**config.mk**
```make
export PLATFORM = sky130hd
export DESIGN_NAME = rvfi_check_sequencer
export DESIGN_NICKNAME = d
export VERILOG_FILES = /design/src/rtl/rvfi_check_sequencer.sv
export SDC_FILE = /design/constraint.sdc
export NUM_CORES = 1
export LEC_CHECK = 0
export BUFFER_PORTS_ARGS = -buffer_cell sky130_fd_sc_hd__clkbuf_2
export CAP_MARGIN = 10
export CORE_MARGIN = 2
export CORE_UTILIZATION = 35
export DETAILED_ROUTE_END_ITERATION = 16
export PLACE_DENSITY_LB_ADDON = 0.2
export SYNTH_ARGS = -nofsm -noshare
export SYNTH_HDL_FRONTEND = slang
export SYNTH_SLANG_ARGS = --single-unit
```
**constraint.sdc**
```tcl
create_clock -name clock -period 5.3 [get_ports clock]
set_clock_uncertainty 0.1 [all_clocks]
set_input_delay 0.265 -clock clock [delete_from_list [all_inputs] [get_ports clock]]
set_output_delay 0.265 -clock clock [all_outputs]
set_load 0.03 [all_outputs]
```
**src/rtl/rvfi_check_sequencer.sv**
```systemverilog
// rvfi_check_sequencer: sequences DUT reset and trig/check strobes for a riscv-formal harness,
// with a retire watchdog and a saturating retire counter on the RVFI valid bus.
module rvfi_check_sequencer #(
    parameter int NRET         = 1,
    parameter int RESET_CYCLES = 1,
    parameter int TRIG_CYCLE   = 10,
    parameter int CHECK_CYCLE  = 20,
    parameter int HANG_CYCLES  = 8,
    parameter int CNT_W        = 8
) (
    input  logic             clock,
    input  logic             resetn,
    input  logic             restart,
    input  logic [NRET-1:0]  rvfi_valid,
    output logic             dut_reset,
    output logic             trig,
    output logic             check,
    output logic             stall,
    output logic             done,
    output logic [CNT_W-1:0] cycle,
    output logic [CNT_W-1:0] retired
);
    typedef enum logic [1:0] {S_RESET, S_RUN, S_DONE} state_t;

    localparam int RW = RESET_CYCLES > 1 ? $clog2(RESET_CYCLES) : 1;
    localparam logic [RW-1:0] RST_LOAD = RW'(RESET_CYCLES - 1);
    localparam logic [CNT_W-1:0] TRIG_AT  = CNT_W'(TRIG_CYCLE);
    localparam logic [CNT_W-1:0] CHECK_AT = CNT_W'(CHECK_CYCLE);
    localparam logic [CNT_W-1:0] HANG_AT  = CNT_W'(HANG_CYCLES);

    state_t state, state_d;
    logic [RW-1:0] rst_cnt, rst_cnt_d;
    logic [CNT_W-1:0] hang_cnt, hang_cnt_d, cycle_d, retired_d, hang_inc;
    logic [CNT_W:0] pop, sum;
    logic run, trig_d, check_d, stall_d, done_d, dut_reset_d;

    always_ff @(posedge clock or negedge resetn) begin
        if (!resetn) state <= S_RESET;
        else state <= state_d;
    end

    always_comb begin
        state_d = restart ? S_RESET :
                  (state == S_RESET && rst_cnt == '0) ? S_RUN :
                  (state == S_RUN && cycle == CHECK_AT) ? S_DONE : state;
    end

    always_comb begin
        pop = '0;
        for (int i = 0; i < NRET; i++) pop = pop + (CNT_W+1)'(rvfi_valid[i]);
    end

    // Retires and the watchdog only advance in run cycles not cancelled by restart
    always_comb begin
        run         = state == S_RUN && !restart;
        sum         = {1'b0, retired} + pop;
        hang_inc    = hang_cnt == HANG_AT ? hang_cnt : hang_cnt + CNT_W'(1);
        dut_reset_d = state_d == S_RESET;
        rst_cnt_d   = (restart || state != S_RESET) ? RST_LOAD : rst_cnt - RW'(1);
        cycle_d     = restart ? '0 : run ? cycle + CNT_W'(1) : cycle;
        trig_d      = state_d == S_RUN && cycle_d == TRIG_AT;
        check_d     = state_d == S_RUN && cycle_d == CHECK_AT;
        retired_d   = restart ? '0 : run ? (sum[CNT_W] ? '1 : sum[CNT_W-1:0]) : retired;
        hang_cnt_d  = restart ? '0 : run ? (|rvfi_valid ? '0 : hang_inc) : hang_cnt;
        stall_d     = !restart && (stall || (run && hang_cnt_d == HANG_AT));
        done_d      = state_d == S_DONE;
    end

    always_ff @(posedge clock or negedge resetn) begin
        if (!resetn) begin
            rst_cnt   <= RST_LOAD;
            dut_reset <= 1'b1;
            trig      <= 1'b0;
            check     <= 1'b0;
            stall     <= 1'b0;
            done      <= 1'b0;
            cycle     <= '0;
            retired   <= '0;
            hang_cnt  <= '0;
        end else begin
            rst_cnt   <= rst_cnt_d;
            dut_reset <= dut_reset_d;
            trig      <= trig_d;
            check     <= check_d;
            stall     <= stall_d;
            done      <= done_d;
            cycle     <= cycle_d;
            retired   <= retired_d;
            hang_cnt  <= hang_cnt_d;
        end
    end
endmodule
```
==> results.sh, run 1 <==
export IMPL_status="completed"
export IMPL_dr_pass1_iters=4
export IMPL_ios=25
export IMPL_p_comb_share_pct=17.8
export IMPL_cts_sinks=32
export IMPL_portBuffers=24
export IMPL_synth_area_leader_cell="dfrtp_1"
export IMPL_critPathKind="flop to flop"
export IMPL_wl_per_cell_um=14.6
export IMPL_clockBufferDepth=2
export IMPL_synth_edf_count=0
export IMPL_seq_power_share_pct=48.4
export IMPL_fillers=503
export IMPL_cap_violations=0
export IMPL_layout_drive_gt1_share_pct=17.0
export IMPL_synth_avg_cell_area_um2=9.00
export IMPL_ys_types=46
export IMPL_switching_share_pct=30.6
export IMPL_core_region_area_mm2=0.00517
export IMPL_grt_overflow_total=0
export IMPL_die_w_um=77.5
export IMPL_required_ns=5.37
export IMPL_cellLeakagePower_nw=0.980
export IMPL_ir_worst_vdd_mv=0.113
export IMPL_synth_yosys_seq_area_share_pct=42.5
export IMPL_ant_nets=0
export IMPL_p_clk_share_pct=33.8
export IMPL_period_share_pct=47.6
export IMPL_route_vias_total=1671
export IMPL_yosys_top_cells_area="dfrtp_1, o21ai_0, ha_1, nor2_1, and3_1"
export IMPL_timing_final_max_slew_violations=0
export IMPL_numCtsBuffers=5
export IMPL_critPathLaunchType="flop"
export IMPL_hold_path_class="flop to flop"
export IMPL_r2r_start="state[0]"
export IMPL_reg2reg_setup_slack_ns=2.78
export IMPL_fmax_ghz=0.396
export IMPL_slowest_delay_ns=0.86
export IMPL_ys_seq_elements=32
export IMPL_period_needed_ns=2.52
export IMPL_crit_chain="nor3b_2 > nand4_1 > nor3b_1 > o2111ai_1 > and4bb_1"
export IMPL_rsz0062_at_grt="false"
export IMPL_r2r_cells=5
export IMPL_insertion_delay_ns=0.28
export IMPL_hold_viol_final=0
export IMPL_drc=0
export IMPL_cts_tree="yes"
export IMPL_drt_total_wl_mm=4.38
export IMPL_slew_limit_headroom_pct=33.8
export IMPL_die_h_um=77.5
export IMPL_ys_flop_type="dfrtp_1"
export IMPL_cts_setup_buffers=0
export IMPL_p_sw_mw=0.173
export IMPL_p_int_mw=0.393
export IMPL_area_growth_pct=13.7
export IMPL_yosysWarnings=0
export IMPL_netlist_area_leader_share_pct=41.1
export IMPL_syn_nets=220
export IMPL_path_clk_slew_ns=0.06
export IMPL_p_per_area_mw_per_mm2=264
export IMPL_tightest_slew_ns=0.989
export IMPL_setup_tns_final_ns=0
export IMPL_grt_pass1_wl_mm=7.85
export IMPL_setup_viol=0
export IMPL_grt_pass1_vias=1633
export IMPL_hpwl_mm=3.05
export IMPL_nNetsFinal=239
export IMPL_path_max_fanout=16
export IMPL_htreeDepth=2
export IMPL_netlist_instances=210
export IMPL_critPathCaptureType="flop"
export IMPL_drtIter0Drc=96
export IMPL_root_buffer="clkbuf_8"
export IMPL_crit_path_end="trig"
export IMPL_worstPathArrival_ns=2.59
export IMPL_syn_area_mm2=0.00189
export IMPL_r2r_end="trig"
export IMPL_rows=26
export IMPL_cpMaxStageDelayCell="nor3b_2"
export IMPL_post_route_util_pct=41.5
export IMPL_synthArstFlopShare_pct=100
export IMPL_vias_per_cell=5.57
export IMPL_startpoint="state[0]"
export IMPL_gp_congestion=0.817
export IMPL_num_antenna_cells=0
export IMPL_grt_max_degree=33
export IMPL_start_util_pct=36.5
export IMPL_antenna_found_initial=0
export IMPL_globalRouteTotalUtil_pct=16.2
export IMPL_dieArea_mm2=0.00600
[metrics by stage]
step	power (mW)	setup slack (ns)	instance area [um^2]	hold slack, ns	instances
final	0.566	2.78	2150	0.332	300
after global routing	0.604	2.59	2150	0.365	300
after CTS	0.576	2.78	2150	0.336	300
after detailed placement	0.378	2.66	2050	0.315	291
after global placement	0.378	2.73	2050	0.301	291
after floorplan	0.348	3.32	1890	-0.131	210
[cells by family (layout without fill, tap and decap cells)]
group | count (synthesis) | in the layout | synth area share, %
simple gates | 91 | 91 | 27.9
xor+xnor | 5 | 5 | 2.32
compound gates | 53 | 53 | 18.3
buf+inv | 22 | 42 | 4.50
flops | 32 | 32 | 42.5
fa+ha+maj | 6 | 6 | 3.97
mux | 1 | 1 | 0.530
[sequential cells by signal (all words and copies together), names as in the netlist]
name       count
cycle          8
hang_cnt       8
retired        8
state          2
check          1
done           1
dut_reset      1
rst_cnt        1
stall          1
trig           1
[critical path, delay by kind of cell, from the launching register on]
family | cells | cell delay (ns)
AO/OA/AOI/OAI | 1 | 0.22
flip-flops | 1 | 0.51
AND/OR/NAND/NOR | 4 | 1.58
[worst min path at each step]
stage / endpoint / slack (ns) / depth (start not counted) / startpoint
global route: rst_cnt / 0.36 / 1 / rst_cnt
CTS: rst_cnt / 0.34 / 1 / rst_cnt
detailed placement: hang_cnt[2] / 0.31 / 1 / resetn
floorplan: check / -0.13 / 0 / resetn
global placement: hang_cnt[4] / 0.30 / 1 / resetn
finish: rst_cnt / 0.33 / 1 / rst_cnt
[metal layers]
metal,up-vias,global-route usage [%],part of all wire (%)
met1,810,22.1,48
met2,35,25.9,47
li1,819,-,-
met5,-,0,0
met3,7,3.95,3.9
met4,0,4.29,1.1
[cell usage after synthesis, types with 2 or more instances]
library cell / instances
buf_2: 2
a21oi_1: 8
nor3_1: 2
nor4b_1: 2
or2_2: 2
nand3b_1: 5
a31o_2: 2
and3_1: 10
a22oi_1: 2
nor2b_1: 4
clkbuf_1: 11
nand2b_1: 3
nor3b_1: 2
o211ai_1: 4
nand4_1: 10
nand3_1: 10
nor2_1: 18
dfrtp_1: 31
inv_1: 9
ha_1: 6
xor2_1: 5
o21ai_0: 19
a211o_1: 2
nand2_1: 10
nor4_1: 6
a22o_1: 5
[final cells by class]
class                      count  area [um^2]  area share [%]
inverter                       9         33.8            1.57
sequential                    32          802            37.3
timing repair buffer          25          130            6.06
multi-input combinational    156         1000            46.7
clock buffer                   6         82.6            3.84
clock inverter                 2         10.0           0.466
tap                           70         87.6            4.08
[layout by cell type, fill, tap and decap left out, drive strengths merged, types with 2 or more instances in the layout]
cell type and count:
a22oi 2, ha 6, a31o 2, nor3b 3, nand2b 3, nand3 10
or2 2, xor2 5, nand3b 5, nor2b 4, a211o 2, nor4b 3
nor4 6, inv 9, o21ai 20, o211ai 4, nor3 2, and3 10
a21oi 8, nand4 10, clkbuf 30, a22o 5, nand2 10, dfrtp 31
clkinv 2, nor2 18
[power by group through the flow]
stage	clock, mW	combinational (mW)	sequential, mW
global placement	0	0.0991	0.279
floorplan	0	0.0643	0.284
CTS	0.201	0.102	0.274
detailed placement	0	0.100	0.278
global route	0.213	0.113	0.278
finish	0.192	0.101	0.274
[what timing repair did]
item | CTS | global route
endpoints found under the hold margin | 19 | 0
hold buffers | 1 | 0
endpoints found under the setup margin | 0 | 0
resized for setup | 0 | 0
No activity file was read; power rests on OpenSTA's default activity.
==> run 2: changes to the inputs <==
clock period = 2.6 ns   (was 5.3 ns; I/O delays follow)
==> run 2 against run 1 <==
Compared with the run above:
- register-to-register slack lost 2.3 ns
- final area grew 2.4%
- total power grew 120%
- clock-buffer cell count is the same
- critical path depth is the same
- global-route usage shrank 0.19 points
- core utilization grew 1.0 points
- critical path type unchanged
- largest cell class unchanged
- highest routed layer unchanged
==> results.sh, run 2 (synthesis results as in run 1) <==
export IMPL_status="completed"
export IMPL_critPathCaptureType="flop"
export IMPL_met2_length_mm=2.02
export IMPL_nNetsFinal=244
export IMPL_cts_sinks=32
export IMPL_die_w_um=77.5
export IMPL_tightest_slew_ns=0.814
export IMPL_period_share_pct=82.6
export IMPL_period_needed_ns=2.15
export IMPL_grt_overflow_total=0
export IMPL_path_max_fanout=12
export IMPL_setup_tns_final_ns=0
export IMPL_switching_share_pct=29.1
export IMPL_fmax_ghz=0.466
export IMPL_gp_congestion=0.844
export IMPL_p_comb_share_pct=17.9
export IMPL_mostFrequentLayoutCells="dfrtp_1, clkbuf_2, o21ai_0, nor2_1"
export IMPL_p_int_mw=0.887
export IMPL_clockBufferDepth=2
export IMPL_r2r_start="state[0]"
export IMPL_drc=0
export IMPL_timing_final_max_slew_violations=0
export IMPL_reg_largest_list="cycle: 8 flops, hang_cnt: 8 flops, retired: 8 flops"
export IMPL_worstPathArrival_ns=2.27
export IMPL_dr_pass1_iters=4
export IMPL_layout_cells_non_filler=305
export IMPL_post_route_util_pct=42.5
export IMPL_crit_family="simple AND/OR/NAND/NOR gates"
export IMPL_layout_drive_gt1_share_pct=18.3
export IMPL_p_clk_share_pct=37.8
export IMPL_slew_limit_headroom_pct=45.7
export IMPL_power_total_mw=1.25
export IMPL_dr_wl_met3_um=264
export IMPL_globalRouteTotalUtil_pct=16.1
export IMPL_critPathLaunchType="flop"
export IMPL_topRoutingLayerUsed="met4"
export IMPL_rsz0062_at_grt="false"
export IMPL_antenna_found_initial=0
export IMPL_cap_violations=0
export IMPL_start_util_pct=36.5
export IMPL_portBuffers=24
export IMPL_grt_max_degree=33
export IMPL_insertion_delay_ns=0.28
export IMPL_ir_worst_vdd_mv=0.286
export IMPL_ios=25
export IMPL_crit_buf_inv=0
export IMPL_ant_nets=0
export IMPL_area_growth_pct=16.5
export IMPL_drt_total_wl_mm=4.50
export IMPL_hold_path_class="input pin to flop"
export IMPL_cellLeakagePower_nw=1.01
export IMPL_setup_viol=0
export IMPL_hold_viol_final=0
export IMPL_die_h_um=77.5
export IMPL_drtIter0Drc=123
export IMPL_htreeDepth=2
export IMPL_critPathKind="flop to flop"
export IMPL_wl_per_cell_um=14.8
export IMPL_root_buffer="clkbuf_8"
export IMPL_p_per_area_mw_per_mm2=568
export IMPL_cpMaxStageDelayCell="or3b_1"
export IMPL_dieArea_mm2=0.00600
export IMPL_slowest_delay_ns=0.52
export IMPL_num_antenna_cells=0
export IMPL_worstHoldStart="restart"
export IMPL_cts_tree="yes"
export IMPL_grt_pass1_vias=1580
export IMPL_p_sw_mw=0.364
export IMPL_path_clk_slew_ns=0.07
export IMPL_wl_met1_mm=2.14
export IMPL_crit_chain="or3b_1 > o31a_1 > o21ai_1 > o2111ai_1 > and4bb_1"
export IMPL_rows=26
export IMPL_layout_commonest_cell="dfrtp_1"
export IMPL_placed_cells=296
export IMPL_core_region_area_mm2=0.00517
export IMPL_route_vias_total=1682
export IMPL_seq_power_share_pct=44.3
export IMPL_startpoint="state[0]"
export IMPL_numCtsBuffers=5
export IMPL_grt_pass1_wl_mm=7.78
export IMPL_required_ns=2.72
export IMPL_vias_per_cell=5.51
export IMPL_hpwl_mm=3.20
[run 2: worst paths after layout]
| kind | end | slack [ns] | depth (start not counted) |
|---|---|---|---|
| setup / recovery | trig | 0.45 | 5 |
| min in group asynchronous | retired[0] | 0.37 | 2 |
| hold reg to reg | rst_cnt | 0.36 | 1 |
| hold / removal | hang_cnt[3] | 0.08 | 2 |
| max in group asynchronous | hang_cnt[7] | 1.52 | 2 |
| setup reg to reg | trig | 0.45 | 5 |
[run 2: layout make-up]
cell class                      count  area [um^2]
Fill cell                         492         2970
Clock inverter                      2         35.0
Clock buffer                        6         72.6
Tap cell                           70         87.6
Timing Repair Buffer               30          168
Inverter                            9         33.8
Multi-Input combinational cell    156         1000
Sequential cell                    32          802
[run 2: layer usage]
metal | track usage (%) | vias up
li1 | - | 821
met5 | 0 | -
met1 | 23.0 | 799
met4 | 5.71 | 0
met3 | 4.42 | 10
met2 | 23.2 | 52
[run 2: worst register-to-register path, delay by kind of cell (launching register included)]
kind               cells  cell delay (ns)
AOI/OAI and AO/OA      3             0.68
DFF                    1             0.51
and+or+nand+nor        2             0.81
[run 2: power groups by stage]
stage | combinational, mW | clock (mW) | sequential (mW)
global placement | 0.222 | 0 | 0.563
detailed placement | 0.222 | 0 | 0.563
global route | 0.250 | 0.511 | 0.560
floorplan | 0.131 | 0 | 0.579
CTS | 0.225 | 0.488 | 0.554
finish | 0.224 | 0.473 | 0.554
[run 2: timing repair]
item,CTS,global route
gates resized for setup,0,0
endpoints found under the hold margin,31,0
hold buffers,1,0
setup buffers,0,0
[run 2: per-stage QoR]
| stage | setup slack (ns) | hold WS, ns | cell area, um^2 |
|---|---|---|---|
| after floorplan | 0.620 | -0.266 | 1890 |
| after global placement | 0.542 | 0.168 | 2080 |
| after detailed placement | 0.476 | 0.178 | 2080 |
| after CTS | 0.451 | 0.0834 | 2200 |
| after global routing | 0.290 | 0.0962 | 2200 |
| final | 0.454 | 0.0758 | 2200 |
==> run 3: changes to the inputs <==
clock period = 2.1 ns   (was 2.6 ns; I/O delays follow)
==> run 3 against run 2 <==
Compared with the run above:
- setup slack got worse by 0.33 ns
- wire length rose by 1.4%
- critical path depth rose by 2
- sequential share of layout area fell by 0.97 points
- critical path type unchanged
- largest cell class unchanged
- highest routed layer unchanged
==> results.sh, run 3 (synthesis results as in run 1) <==
export IMPL_status="completed"
export IMPL_fmax_ghz=0.505
export IMPL_crit_chain="inv_1 > ha_1 > nor4b_2 > and3_1 > o211ai_1 > nor4_2 > a31o_2"
export IMPL_route_vias_total=1678
export IMPL_worstPathArrival_ns=2.11
export IMPL_timing_final_max_slew_violations=0
export IMPL_required_ns=2.22
export IMPL_clockBufferDepth=2
export IMPL_nNetsFinal=254
export IMPL_reg_largest_list="cycle: 8 flops, hang_cnt: 8 flops, retired: 8 flops"
export IMPL_hpwl_mm=3.36
export IMPL_p_per_area_mw_per_mm2=639
export IMPL_cpMaxStageDelayCell="dfrtp_1"
export IMPL_multi_input_area_mm2=0.00101
export IMPL_whs_path_depth=4
export IMPL_slowest_delay_ns=0.38
export IMPL_drc=0
export IMPL_grt_pass1_wl_mm=7.92
export IMPL_gp_congestion=0.850
export IMPL_htreeDepth=2
export IMPL_setup_tns_final_ns=0
export IMPL_grt_max_degree=33
export IMPL_path_max_fanout=3
export IMPL_p_sw_mw=0.448
export IMPL_critPathLaunchType="flop"
export IMPL_p_comb_share_pct=21.1
export IMPL_die_w_um=77.5
export IMPL_ir_worst_vdd_mv=0.269
export IMPL_portBuffers=24
export IMPL_globalRouteTotalUtil_pct=16.6
export IMPL_wl_per_cell_um=14.5
export IMPL_num_antenna_cells=0
export IMPL_path_clk_slew_ns=0.06
export IMPL_cap_violations=0
export IMPL_cellLeakagePower_nw=1.05
export IMPL_hold_viol_final=0
export IMPL_cts_tree="yes"
export IMPL_cts_setup_buffers=0
export IMPL_grt_pass1_vias=1642
export IMPL_period_needed_ns=1.98
export IMPL_seqCellArea_um2=802
export IMPL_die_h_um=77.5
export IMPL_vias_per_cell=5.33
export IMPL_period_share_pct=94.3
export IMPL_tightest_slew_ns=0.845
export IMPL_rows=26
export IMPL_critPathKind="flop to flop"
export IMPL_setup_viol=0
export IMPL_drtIter0Drc=134
export IMPL_dr_pass1_iters=4
export IMPL_start_util_pct=36.5
export IMPL_numCtsBuffers=5
export IMPL_antenna_found_initial=0
export IMPL_rsz0062_at_grt="false"
export IMPL_r2r_cells=7
export IMPL_dieArea_mm2=0.00600
export IMPL_whs_ns=0.136
export IMPL_ant_nets=0
export IMPL_drt_total_wl_mm=4.56
export IMPL_p_int_mw=0.996
export IMPL_switching_share_pct=31.0
export IMPL_p_clk_share_pct=31.8
export IMPL_grt_overflow_total=0
export IMPL_ios=25
export IMPL_insertion_delay_ns=0.28
export IMPL_layout_drive_gt1_share_pct=22.0
export IMPL_cts_sinks=32
export IMPL_slew_limit_headroom_pct=43.6
export IMPL_mostFrequentLayoutCells="dfrtp_1, clkbuf_2, o21ai_0, nor2_1, buf_4"
export IMPL_fillers=509
export IMPL_area_growth_pct=19.7
export IMPL_layout_commonest_cell="dfrtp_1"
export IMPL_root_buffer="clkbuf_8"
export IMPL_core_region_area_mm2=0.00517
export IMPL_seq_power_share_pct=47.1
export IMPL_hold_path_class="input pin to flop"
export IMPL_critPathCaptureType="flop"
-- run 3: cell count changes in the layout (fill, tap and decap cells not counted), sizes merged --
cell and delta:
bufinv -1, buf +10, clkbuf +1
-- run 3: per-layer routing --
layer	global-route usage (%)	vias up	routed length (um)	part of all wire [%]
met1	23.7	785	2330	51
met5	0	-	0	0
met4	4.82	0	40	0.88
li1	-	852	-	-
met2	25.2	37	2010	44
met3	3.60	4	185	4.1
-- run 3: worst max-delay path: cells and delay by family (launching register included) --
family                   cells  cell delay (ns)
AO/OA/AOI/OAI                2             0.34
adder cells (fa/ha/maj)      1             0.15
buffers and inverters        1             0.08
flip-flops                   1             0.38
AND/OR/NAND/NOR              3             0.88
-- run 3: final timing paths --
kind | startpoint | end | slack (ns)
min reg2reg | rst_cnt | rst_cnt | 0.34
max | hang_cnt[1] | stall | 0.12
max in group asynchronous | resetn | retired[0] | 1.02
min in group asynchronous | resetn | rst_cnt | 0.35
max reg2reg | hang_cnt[1] | stall | 0.12
min | rvfi_valid | retired[0] | 0.14
-- run 3: layout make-up --
| type | instances | area share [%] |
|---|---|---|
| clock buffers | 7 | 3.38 |
| clock inverters | 1 | 0.221 |
| inverters | 9 | 1.49 |
| multi-input cells | 156 | 44.8 |
| flip-flops and latches | 32 | 35.5 |
| well taps | 70 | 3.87 |
| repair buffers | 40 | 10.7 |
-- run 3: power by group through the flow --
stage / logic (mW) / clock network [mW] / registers (mW)
after global routing: 0.339 / 0.511 / 0.685
after detailed placement: 0.303 / 0 / 0.691
after global placement: 0.306 / 0 / 0.690
after floorplan: 0.162 / 0 / 0.716
final: 0.305 / 0.460 / 0.679
after CTS: 0.307 / 0.473 / 0.680
-- run 3: what timing repair did --
item / 4_1_cts / 5_1_grt
hold buffers: 1 / 0
endpoints found under the setup margin: 0 / 6
hold endpoints to repair: 31 / 0
resized for setup: 0 / 2
-- run 3: stage by stage --
| stage | cell area [um^2] | cells | util, % | setup WS [ns] | power [mW] |
|---|---|---|---|---|---|
| floorplan | 1890 | 210 | - | 0.120 | 0.879 |
| global placement | 2160 | 306 | 41.7 | 0.0413 | 0.996 |
| detailed placement | 2160 | 306 | 41.7 | 0.0955 | 0.994 |
| CTS | 2250 | 315 | 43.5 | 0.0718 | 1.46 |
| global route | 2260 | 315 | 43.7 | 0.00166 | 1.54 |
| finish | 2260 | 315 | 43.7 | 0.119 | 1.44 |
